### src/rtl/ttc_orbit_tmr.sv
// TTC bunch/orbit counter with BX0 alignment check and sticky/counted sync errors.
// Define TTC_ORBIT_TMR_EN to triplicate the state with 2-of-3 voting and self-correction.
module ttc_orbit_tmr #(
  parameter int unsigned HOLD_UNTIL_BX0 = 0,
  parameter int unsigned MXBXN          = 12,
  parameter int unsigned BX_PER_ORBIT   = 3564,
  parameter int unsigned MXORB          = 16,
  parameter int unsigned MXCNT          = 16
) (
  input  logic             clock,
  input  logic             reset,
  input  logic             ttc_bx0,
  input  logic             ttc_resync,
  input  logic [MXBXN-1:0] bxn_offset,
  output logic [MXBXN-1:0] bxn_counter,
  output logic [MXORB-1:0] orbit_counter,
  output logic             bx0_local,
  output logic             bx0_sync_err,
  output logic             bxn_sync_err,
  output logic [MXCNT-1:0] sync_err_cnt,
  output logic             tmr_err,
  output logic [MXCNT-1:0] tmr_err_cnt
);

  typedef enum logic {
    S_WAIT = 1'b0,
    S_RUN  = 1'b1
  } state_e;

  typedef struct packed {
    state_e           state;
    logic [MXBXN-1:0] bxn;
    logic [MXORB-1:0] orbit;
    logic             serr;
    logic [MXCNT-1:0] scnt;
  } st_t;

  localparam int unsigned      SW        = $bits(st_t);
  localparam logic [MXBXN-1:0] LAST_BX   = MXBXN'(BX_PER_ORBIT - 1);
  localparam state_e           RST_STATE = (HOLD_UNTIL_BX0 != 0) ? S_WAIT : S_RUN;

  logic [MXBXN-1:0] off_c;
  logic             bx0_local_c;
  logic             perr_d;
  logic             perr_q;
  st_t              st_v;
  st_t              st_d;
  st_t              st_rst_c;

  function automatic logic [MXBXN-1:0] bx_inc(input logic [MXBXN-1:0] b);
    return (b == LAST_BX) ? '0 : b + MXBXN'(1);
  endfunction

  // Offsets beyond the orbit length are clamped to the last bunch.
  assign off_c       = (bxn_offset > LAST_BX) ? LAST_BX : bxn_offset;
  assign bx0_local_c = (st_v.state == S_RUN) && (st_v.bxn == off_c);

  always_comb begin
    st_rst_c       = st_v;
    st_rst_c.state = RST_STATE;
    st_rst_c.bxn   = off_c;
    st_rst_c.orbit = '0;
    st_rst_c.serr  = 1'b0;
    st_rst_c.scnt  = '0;
  end

  // Next state is always derived from the voted (or single) current state.
  always_comb begin
    st_d   = st_v;
    perr_d = 1'b0;
    if (ttc_resync) begin
      st_d.state = RST_STATE;
      st_d.bxn   = off_c;
      st_d.orbit = '0;
      st_d.serr  = 1'b0;
    end else if (st_v.state == S_WAIT) begin
      st_d.bxn   = off_c;
      st_d.orbit = '0;
      if (ttc_bx0) begin
        st_d.state = S_RUN;
        st_d.bxn   = bx_inc(off_c);
      end
    end else begin
      st_d.bxn = bx_inc(st_v.bxn);
      if (bx0_local_c) begin
        st_d.orbit = st_v.orbit + MXORB'(1);
      end
      // Misaligned BX0 is flagged and counted but never realigns the counter.
      if (ttc_bx0 && (st_v.bxn != off_c)) begin
        perr_d    = 1'b1;
        st_d.serr = 1'b1;
        if (st_v.scnt != '1) begin
          st_d.scnt = st_v.scnt + MXCNT'(1);
        end
      end
    end
  end

  always_ff @(posedge clock) begin
    if (reset) begin
      perr_q <= 1'b0;
    end else begin
      perr_q <= perr_d;
    end
  end

`ifdef TTC_ORBIT_TMR_EN
  logic [SW-1:0]    c0;
  logic [SW-1:0]    c1;
  logic [SW-1:0]    c2;
  logic             tmr_mis_c;
  logic             tmr_err_q;
  logic [MXCNT-1:0] tmr_cnt_q;

  for (genvar g = 0; g < 3; g++) begin : g_copy
    (* dont_touch = "true" *) st_t st_q;
    always_ff @(posedge clock) begin
      if (reset) begin
        st_q <= st_rst_c;
      end else begin
        st_q <= st_d;
      end
    end
  end

  assign c0        = g_copy[0].st_q;
  assign c1        = g_copy[1].st_q;
  assign c2        = g_copy[2].st_q;
  assign st_v      = st_t'((c0 & c1) | (c0 & c2) | (c1 & c2));
  assign tmr_mis_c = (c0 != c1) || (c0 != c2);

  always_ff @(posedge clock) begin
    if (reset) begin
      tmr_err_q <= 1'b0;
      tmr_cnt_q <= '0;
    end else begin
      tmr_err_q <= tmr_mis_c;
      if (tmr_mis_c && (tmr_cnt_q != '1)) begin
        tmr_cnt_q <= tmr_cnt_q + MXCNT'(1);
      end
    end
  end

  assign tmr_err     = tmr_err_q;
  assign tmr_err_cnt = tmr_cnt_q;
`else
  st_t st_q;

  always_ff @(posedge clock) begin
    if (reset) begin
      st_q <= st_rst_c;
    end else begin
      st_q <= st_d;
    end
  end

  assign st_v        = st_q;
  assign tmr_err     = 1'b0;
  assign tmr_err_cnt = '0;
`endif

  assign bxn_counter   = st_v.bxn;
  assign orbit_counter = st_v.orbit;
  assign bx0_local     = bx0_local_c;
  assign bx0_sync_err  = perr_q;
  assign bxn_sync_err  = st_v.serr;
  assign sync_err_cnt  = st_v.scnt;

endmodule

### config.mk
export PLATFORM = sky130hd
export DESIGN_NAME = ttc_orbit_tmr
export DESIGN_NICKNAME = d
export VERILOG_FILES = /design/src/rtl/ttc_orbit_tmr.sv
export SDC_FILE = /design/constraint.sdc
export NUM_CORES = 1
export LEC_CHECK = 0
export BUFFER_PORTS_ARGS = -buffer_cell sky130_fd_sc_hd__clkbuf_2
export CORE_ASPECT_RATIO = 0.5
export CORE_UTILIZATION = 55
export CTS_CLUSTER_SIZE = 28
export DETAILED_ROUTE_END_ITERATION = 8
export GPL_TIMING_DRIVEN = 0
export PLACE_DENSITY = 0.85
export RECOVER_POWER = 25
export SLEW_MARGIN = 20
export SYNTH_ARGS = -nofsm -noshare
export SYNTH_HDL_FRONTEND = slang
export SYNTH_SLANG_ARGS = --single-unit
### constraint.sdc
create_clock -name clock -period 3.55 [get_ports clock]
set_input_delay 0.5325 -clock clock [delete_from_list [all_inputs] [get_ports clock]]
set_output_delay 0.5325 -clock clock [all_outputs]
set_load 0.01 [all_outputs]
==> results.py, run 1 <==
metrics = {
    "run_status": {
        "status": "complete, no violations",
    },
    "place": {
        "place_congestion": 0.993,
        "portBuffers": 59,
        "dp_slack_ps": -68.5,
        "placed_area_um2": 3980,
        "dp_hpwl_um": 6550,
        "dp_cells": 621,
    },
    "timing": {
        "setup_viol": 0,
        "rsz0062_at_grt": "no",
        "drv_slew": 0,
        "fmax_mhz": 305,
        "hold_violations": 0,
        "finalSetupTns_ps": 0,
        "relSlewSlack_pct": 45.6,
        "skew_ps": 6.97,
        "max_slew.worst_pin.slew_ps": 816,
        "period_needed_ps": 3280,
        "timing.final.crit_share_pct": 92.3,
        "setup_slack_ps": 274,
    },
    "logic_synthesis": {
        "seq_area_frac_synth_pct": 26.8,
        "synthTopCellsByArea": "dfxtp_1 27%, buf_4 13%, a21oi_1 4.4%",
        "syn_area_um2": 3510,
        "yosys_register_bits": 47,
        "synth.top_cell.area_share_pct": 26.8,
        "syn_inst": 458,
        "syn_area_per_cell_um2": 7.67,
        "ys.flop_type": "dfxtp_1",
        "yosysUniqueCellTypes": 65,
        "ys_async_sr_fraction_pct": 0,
        "ys_warn_count": 0,
        "synth-edff-count": 0,
        "synth_top_area_cell": "dfxtp_1",
    },
    "clock_tree": {
        "cts-buffers-inserted": 5,
        "cts.sinks": 47,
        "cts_tree": "built",
        "hold_buffers": 0,
        "clkLatencyLatePin_ps": 300,
        "htreeDepth": 2,
        "root_buffer": "clkbuf_16",
        "cts_buffer_depth": 2,
        "clkTransAtPathRegs_ps": 70,
    },
    "setup_path": {
        "timing.rr.end": "orbit_counter[15]",
        "endpoint_kind": "primary output",
        "cp.required_ps": 3020,
        "r2r_cells": 11,
        "cp-endpoint": "bx0_local",
        "critPathKind": "primary input to primary output",
        "r2r_slack_ps": 580,
        "crit_arrival_ps": 2740,
        "path_max_fanout": 19,
        "crit_start": "bxn_offset[3]",
        "worstSetupStartpointType": "primary input",
        "timing.rr.start": "bxn_counter[2]",
    },
    "grt": {
        "grt-ovfl-total": 0,
        "grt_usage_pct": 27.6,
        "grt_first_pass_wirelength_um": 14500,
        "grt_pass1_vias": 2903,
        "grt_max_degree": 16,
        "antenna_found_initial": 0,
    },
    "drt": {
        "ant_nets": 0,
        "drt_iter0_markers": 401,
        "routed_wl_um": 9210,
        "avgRoutedWirePerCell_um": 14.5,
        "vias_per_cell": 5.81,
        "drcViolationCount": 0,
        "dr_total_vias": 3676,
        "dr.pass1.iters": 5,
    },
    "die": {
        "initial_core_util_pct": 57.6,
        "dieWidth_um": 115,
        "die_y_um": 58.5,
        "rows": 20,
        "die-area_um2": 6730,
        "core-area_um2": 6110,
        "io_pins": 80,
    },
    "final_layout": {
        "final_area_um2": 4160,
        "nFillCells": 544,
        "final_core_util_pct": 68.2,
        "layoutNonFillerInstCount": 633,
        "layout-drive-gt1-share_pct": 27.5,
        "fin_nets": 564,
        "n_antenna_cell": 0,
        "area_delta_synth_final_pct": 18.4,
    },
    "pwr": {
        "peakVddDrop_mv": 0.165,
        "powerDensity_nw_per_um2": 313,
        "power.leakage_nw": 1.73,
    },
    "run": {
        "maxCapViolCount": 0,
    },
    "hold_path": {
        "hold_path_startpoint": "orbit_counter[15]",
        "hold_path.class": "flop to flop",
    },
}
[registers in the layout, indices dropped and copies added, names as in the netlist]
signal and flops:
bxn_sync_err 1, orbit_counter 16, sync_err_cnt 16, bx0_sync_err 1
st_q 1, bxn_counter 12
[power breakdown]
part,internal (W),total (W),switching [W]
combinational,0.000113,0.000248,0.000135
sequential,0.000544,0.000570,0.0000256
clock,0.000265,0.000487,0.000222
[how the worst min path moves through the flow]
stage                   endpoint  cells past startpoint
2_1_floorplan  orbit_counter[15]                      2
3_3_place_gp   orbit_counter[15]                      2
3_5_place_dp   orbit_counter[15]                      2
4_1_cts        orbit_counter[15]                      2
5_1_grt        orbit_counter[15]                      2
6_report       orbit_counter[15]                      2
[area by class of cell]
cell class	instances	area, um^2	area share, %
multi-input cells	328	2020	48.6
clock inverters	2	16.3	0.391
clock buffers	6	129	3.10
flip-flops and latches	47	941	22.6
well taps	88	110	2.65
plain buffers	86	578	13.9
repair buffers	64	319	7.66
inverters	12	45.0	1.08
[placed cells by master (no fill, tap or decap), types with 4 or more instances in the layout]
cell	count
inv_1	11
nor2b_1	10
clkbuf_2	48
dfxtp_1	47
clkbuf_1	26
nor3_1	6
xnor2_1	12
a31o_2	4
a31oi_1	6
and4_1	5
and3_1	10
xor2_1	5
nand2b_1	8
a21oi_1	31
nor3b_1	4
clkbuf_16	5
or4_1	10
nor2_1	36
nor4_1	4
buf_2	6
clkbuf_4	12
o21ai_0	23
nand4_1	10
nand2_1	26
conb_1	17
or3_1	12
a22oi_1	4
buf_4	55
o31ai_1	7
ha_1	4
o41ai_1	4
o22ai_1	6
nand3_1	21
[metrics by stage]
stage / hold WS (ps) / power, W
2_1_floorplan: 446 / 0.000753
3_3_place_gp: 466 / 0.000819
3_5_place_dp: 468 / 0.000820
4_1_cts: 480 / 0.00130
5_1_grt: 510 / 0.00135
6_report: 481 / 0.00130
[cell usage after synthesis, drive strengths merged (10+ instances only)]
master  instances
o21ai          24
a21oi          32
nor2b          10
or4            10
clkbuf         15
or3            12
nand4          10
xnor2          12
inv            12
dfxtp          47
nand3          21
nor2           36
buf            72
and3           10
nand2          26
[cells by family after synthesis]
kind of cell,Yosys count,share of synthesized area (%)
buf+inv,99,17.8
flops,47,26.8
other cells,1,0.107
compound gates,112,21.5
xor+xnor,17,4.24
fa+ha+maj,4,1.42
simple gates,175,27.2
mux,3,0.961
[critical path: stages]
cell and delay (ps):
clkbuf_2 160, a211oi_2 330, nor3_4 110, or3_1 350, a2111o_1 530, or2_4 300, buf_6 160, nor2_1 120
clkbuf_2 150
[metal layers]
metal,global-route usage [%],routed length [um]
met1,39.2,4340
met2,42.5,4000
met3,6.59,755
met4,5.94,110
met5,0,0
[timing repair]
action | CTS | global route
resized for setup | 1 | 2
pin swaps | 0 | 2
buffers inserted | 0 | 5
cloned | 0 | 0
setup endpoints to repair | 1 | 1
(Power assumes the default switching activity.)
==> inputs of run 2 (changes only) <==
Settings changed: CELL_PAD_IN_SITES_DETAIL_PLACEMENT set to 1, CELL_PAD_IN_SITES_GLOBAL_PLACEMENT set to 1, CORE_UTILIZATION 55 to 40, CTS_BUF_LIST set to sky130_fd_sc_hd__clkbuf_16.
==> run 2 against run 1 <==
Against the previous run:
- sequential cell count unchanged
- clock skew increased by 4.4 ps
- combinational power about the same
- sequential share of layout area decreased by 0.054 points
- register-to-register slack got worse by 110 ps
- clock power about the same
- core utilization decreased by 18 points
- setup slack improved by 68 ps
- maximum frequency increased by 2.1%
- count of clock-buffer cells in the layout decreased by 1
- cell area increased by 0.24%
- largest power group unchanged
- highest routed layer unchanged
==> results.py, run 2 (synthesis gave the netlist of run 1 again) <==
metrics = {
    "run_status": {
        "status": "complete, no violations",
    },
    "final_layout": {
        "layout_commonest_cell": "buf_4",
        "layoutNonFillerInstCount": 654,
        "n_antenna_cell": 0,
        "fin_nets": 561,
        "area_delta_synth_final_pct": 18.7,
        "nFillCells": 1097,
        "layout-drive-gt1-share_pct": 27.1,
        "final_cell_mix": "52 x buf_4, 48 x clkbuf_2, 47 x dfxtp_1",
    },
    "die": {
        "core-area_um2": 8260,
        "initial_core_util_pct": 42.6,
        "die-area_um2": 9190,
        "die_y_um": 68.3,
        "io_pins": 80,
        "dieWidth_um": 135,
        "rows": 23,
    },
    "clock_tree": {
        "clkLatencyLatePin_ps": 300,
        "cts_buffer_depth": 2,
        "clkTransAtPathRegs_ps": 70,
        "htreeDepth": 2,
        "cts-buffers-inserted": 5,
        "cts.sinks": 47,
        "cts_tree": "built",
        "root_buffer": "clkbuf_16",
    },
    "place": {
        "dp_hpwl_um": 7930,
        "place_congestion": 0.873,
        "portBuffers": 59,
        "dp_cells": 645,
    },
    "timing": {
        "max_slew.worst_pin.slew_ps": 802,
        "period_needed_ps": 3210,
        "relSlewSlack_pct": 46.5,
        "rsz0062_at_grt": "no",
        "timing.final.crit_share_pct": 90.4,
        "finalSetupTns_ps": 0,
        "drv_slew": 0,
        "fmax_mhz": 312,
        "hold_violations": 0,
        "skew_ps": 11.4,
        "setup_viol": 0,
    },
    "setup_path": {
        "cp.required_ps": 3020,
        "max_stage_delay_ps": 490,
        "path_max_fanout": 19,
        "worstSetupStartpointType": "primary input",
        "critPathKind": "primary input to primary output",
        "crit_arrival_ps": 2680,
        "endpoint_kind": "primary output",
        "crit_top_cell": "clkbuf_2",
        "cp_top_family": "simple AND/OR/NAND/NOR gates",
        "worst_path_max_delay_cell": "a2111o_1",
        "crit_buf_inv": 3,
        "cp_cell_sequence": "clkbuf_2 -> a41oi_2 -> nor3_4 -> or3_1 -> a2111o_1 -> or2_4 -> buf_6 -> nor2_1 -> clkbuf_2",
    },
    "pwr": {
        "peakVddDrop_mv": 0.203,
        "finalPower_w": 0.00131,
        "power.leakage_nw": 1.72,
        "powerDensity_nw_per_um2": 314,
    },
    "run": {
        "maxCapViolCount": 0,
    },
    "grt": {
        "grt_pass1_vias": 3489,
        "antenna_found_initial": 0,
        "grt-ovfl-total": 0,
        "grt_usage_pct": 24.2,
        "grt_max_degree": 16,
        "grt_first_pass_wirelength_um": 17400,
    },
    "drt": {
        "ant_nets": 0,
        "avgRoutedWirePerCell_um": 16.3,
        "dr.pass1.iters": 4,
        "vias_per_cell": 5.60,
        "routed_wl_um": 10600,
        "dr_total_vias": 3661,
        "drcViolationCount": 0,
        "drt_iter0_markers": 222,
    },
    "hold_path": {
        "hold_path.class": "flop to flop",
    },
}
[run 2: metal layers]
layer  global-route usage [%]  wire length (um)
met3                     4.30               546
met4                     5.76                71
met2                     42.9              4930
met5                        0                 0
met1                     31.2              5100
[run 2: path summary, 6_finish.rpt]
path | startpoint | endpoint | slack [ps] | cells after the start
setup / recovery | bxn_offset[5] | bx0_local | 340 | 9
hold / removal | bxn_sync_err | bxn_sync_err | 490 | 2
setup reg to reg | bxn_counter[2] | sync_err_cnt[11] | 470 | 10
hold reg to reg | bxn_sync_err | bxn_sync_err | 490 | 2
[run 2: cell type report]
class                      instances  area [um^2]  share of cell area, %
clock inverter                     3         21.3                  0.510
tap                              112          140                   3.36
multi-input combinational        328         2030                   48.5
timing repair buffer              61          297                   7.11
buffer                            86          578                   13.9
sequential                        47          941                   22.5
clock buffer                       5          125                   3.00
inverter                          12         45.0                   1.08
[run 2: per-stage QoR]
step                cell area, um^2  hold slack (ps)  utilization [%]  setup slack, ps
floorplan                      3570              446                -              538
CTS                            4180              486             50.7             23.8
detailed placement             4010              470             48.6            -92.9
global route                   4170              501             50.5              248
global placement               4010              459             48.6            -80.7
finish                         4170              488             50.5              342
[run 2: worst reg2reg max path: cells and delay by family, from the launching register on]
| family | cells | cell delay [ps] |
|---|---|---|
| simple gates | 4 | 1010 |
| flops | 1 | 310 |
| mux | 1 | 290 |
| compound gates | 2 | 550 |
| buf+inv | 3 | 800 |
[run 2: power breakdown]
part | internal (W) | total [W] | switching [W] | leakage [nW]
registers | 0.000544 | 0.000571 | 0.0000267 | 0.384
clock network | 0.000262 | 0.000488 | 0.000226 | 0.0752
logic | 0.000112 | 0.000251 | 0.000138 | 1.26
[run 2: repair_timing]
action                     4_1_cts  5_1_grt
resized for setup                2        1
hold buffers                     0        0
setup endpoints to repair        1        1
pin swaps                        2        0
buffers inserted                 2        0
==> inputs of run 3 (changes only) <==
Settings changed: CORE_UTILIZATION 40 to 30, PLACE_DENSITY 0.85 to 0.68.
==> run 3 against run 2 <==
Against the previous run:
- critical path depth unchanged
- combinational power about the same
- core utilization down 13 points
- total power is 0.22% higher
- non-clock buffer count stayed put
- largest power group unchanged
- via count is 1.8% lower
- count of clock-buffer cells in the layout stayed put
==> results.py, run 3 (synthesis gave the netlist of run 1 again) <==
metrics = {
    "timing": {
        "drv_slew": 0,
        "setup_viol": 0,
        "finalSetupTns_ps": 0,
        "relSlewSlack_pct": 41.2,
        "max_slew.worst_pin.slew_ps": 881,
        "fmax_mhz": 304,
        "skew_ps": 5.66,
        "timing.final.crit_share_pct": 92.5,
        "setup_slack_ps": 265,
        "period_needed_ps": 3290,
        "rsz0062_at_grt": "no",
        "hold_violations": 0,
    },
    "drt": {
        "routed_wl_um": 11200,
        "ant_nets": 0,
        "drt_iter0_markers": 145,
        "dr.pass1.iters": 4,
        "vias_per_cell": 5.13,
        "avgRoutedWirePerCell_um": 16.0,
        "drcViolationCount": 0,
        "dr_total_vias": 3596,
    },
    "final_layout": {
        "n_antenna_cell": 0,
        "fin_nets": 561,
        "multi_input_area_um2": 2030,
        "nFillCells": 1397,
        "final_cell_mix": "50 x buf_4, 50 x clkbuf_2, 47 x dfxtp_1",
        "final-seq-area_um2": 941,
        "layout-drive-gt1-share_pct": 27.1,
        "area_delta_synth_final_pct": 20.4,
    },
    "setup_path": {
        "max_stage_delay_ps": 510,
        "timing.rr.start": "bxn_counter[2]",
        "worst_path_max_delay_cell": "a2111o_1",
        "crit_start": "bxn_offset[3]",
        "r2r_slack_ps": 470,
        "cp.required_ps": 3020,
        "cp-endpoint": "bx0_local",
        "crit_top_cell": "clkbuf_2",
        "r2r_cells": 11,
        "cp_cell_sequence": "clkbuf_2 -> a211oi_4 -> nor3_4 -> or3_1 -> a2111o_1 -> or2_4 -> buf_6 -> nor2_1 -> clkbuf_2",
        "worstSetupStartpointType": "primary input",
        "crit_arrival_ps": 2750,
        "endpoint_kind": "primary output",
        "timing.rr.end": "orbit_counter[15]",
        "critPathKind": "primary input to primary output",
        "path_max_fanout": 19,
    },
    "grt": {
        "grt_usage_pct": 19.0,
        "grt_pass1_vias": 3608,
        "grt-ovfl-total": 0,
        "grt_first_pass_wirelength_um": 18500,
        "grt_max_degree": 15,
        "antenna_found_initial": 0,
    },
    "pwr": {
        "peakVddDrop_mv": 0.143,
        "power.leakage_nw": 1.72,
        "powerDensity_nw_per_um2": 310,
        "finalPower_w": 0.00131,
    },
    "clock_tree": {
        "hold_buffers": 0,
        "root_buffer": "clkbuf_16",
        "clkLatencyLatePin_ps": 290,
        "htreeDepth": 2,
        "cts-buffers-inserted": 5,
        "cts_tree": "built",
        "clkTransAtPathRegs_ps": 70,
        "cts.sinks": 47,
        "cts_buffer_depth": 2,
    },
    "die": {
        "die_y_um": 78.5,
        "io_pins": 80,
        "die-area_um2": 12200,
        "dieWidth_um": 155,
        "rows": 27,
        "core-area_um2": 11200,
        "initial_core_util_pct": 31.4,
    },
    "place": {
        "dp_hpwl_um": 8380,
        "portBuffers": 59,
        "dp_slack_ps": -212,
        "place_congestion": 0.857,
    },
    "run": {
        "maxCapViolCount": 0,
    },
    "run_status": {
        "status": "complete, no violations",
    },
    "hold_path": {
        "hold_path.class": "flop to flop",
    },
}
==> run 3: metrics by stage <==
stage	instances	cell area, um^2	util, %	hold slack, ps
after floorplan	474	3570	-	446
after global placement	692	4070	36.4	470
after detailed placement	692	4070	36.4	495
after CTS	702	4240	37.9	505
after global routing	701	4230	37.8	536
final	701	4230	37.8	505
==> run 3: final cells by class <==
class	count	area share (%)
sequential	47	22.2
inverter	12	1.06
multi-input combinational	328	47.9
timing repair buffer	61	7.07
clock inverter	3	0.385
tap	159	4.70
clock buffer	5	2.96
buffer	86	13.7
==> run 3: where the power goes <==
part	internal [W]	switching (W)
clock network	0.000259	0.000230
logic	0.000113	0.000142
registers	0.000544	0.0000260
total	0.000915	0.000397
==> run 3: critical path: cells and delay by family <==
family / cells / cell delay, ps
simple gates: 4 / 940
compound gates: 2 / 820
buf+inv: 3 / 460
==> run 3: timing repair <==
item,CTS,global route
endpoints found under the setup margin,1,1
resized for setup,2,1
pin swaps,3,0
hold endpoints to repair,0,0
buffers inserted,2,0
==> run 3: how the worst min path moves through the flow <==
stage | from | to | slack [ps] | cells after the start
final | orbit_counter[15] | orbit_counter[15] | 500 | 2
after detailed placement | orbit_counter[15] | orbit_counter[15] | 500 | 2
after global placement | orbit_counter[15] | orbit_counter[15] | 470 | 2
after floorplan | orbit_counter[15] | orbit_counter[15] | 450 | 2
after global routing | orbit_counter[15] | orbit_counter[15] | 540 | 2
after CTS | orbit_counter[15] | orbit_counter[15] | 500 | 2
==> run 3: routing by layer <==
| metal | vias to the layer above | GRT usage [%] | wire, um |
|---|---|---|---|
| met2 | 84 | 32.3 | 5120 |
| li1 | 1754 | - | - |
| met1 | 1752 | 25.4 | 5350 |
| met5 | - | 0 | 0 |
| met3 | 6 | 2.98 | 651 |
| met4 | 0 | 3.76 | 73 |
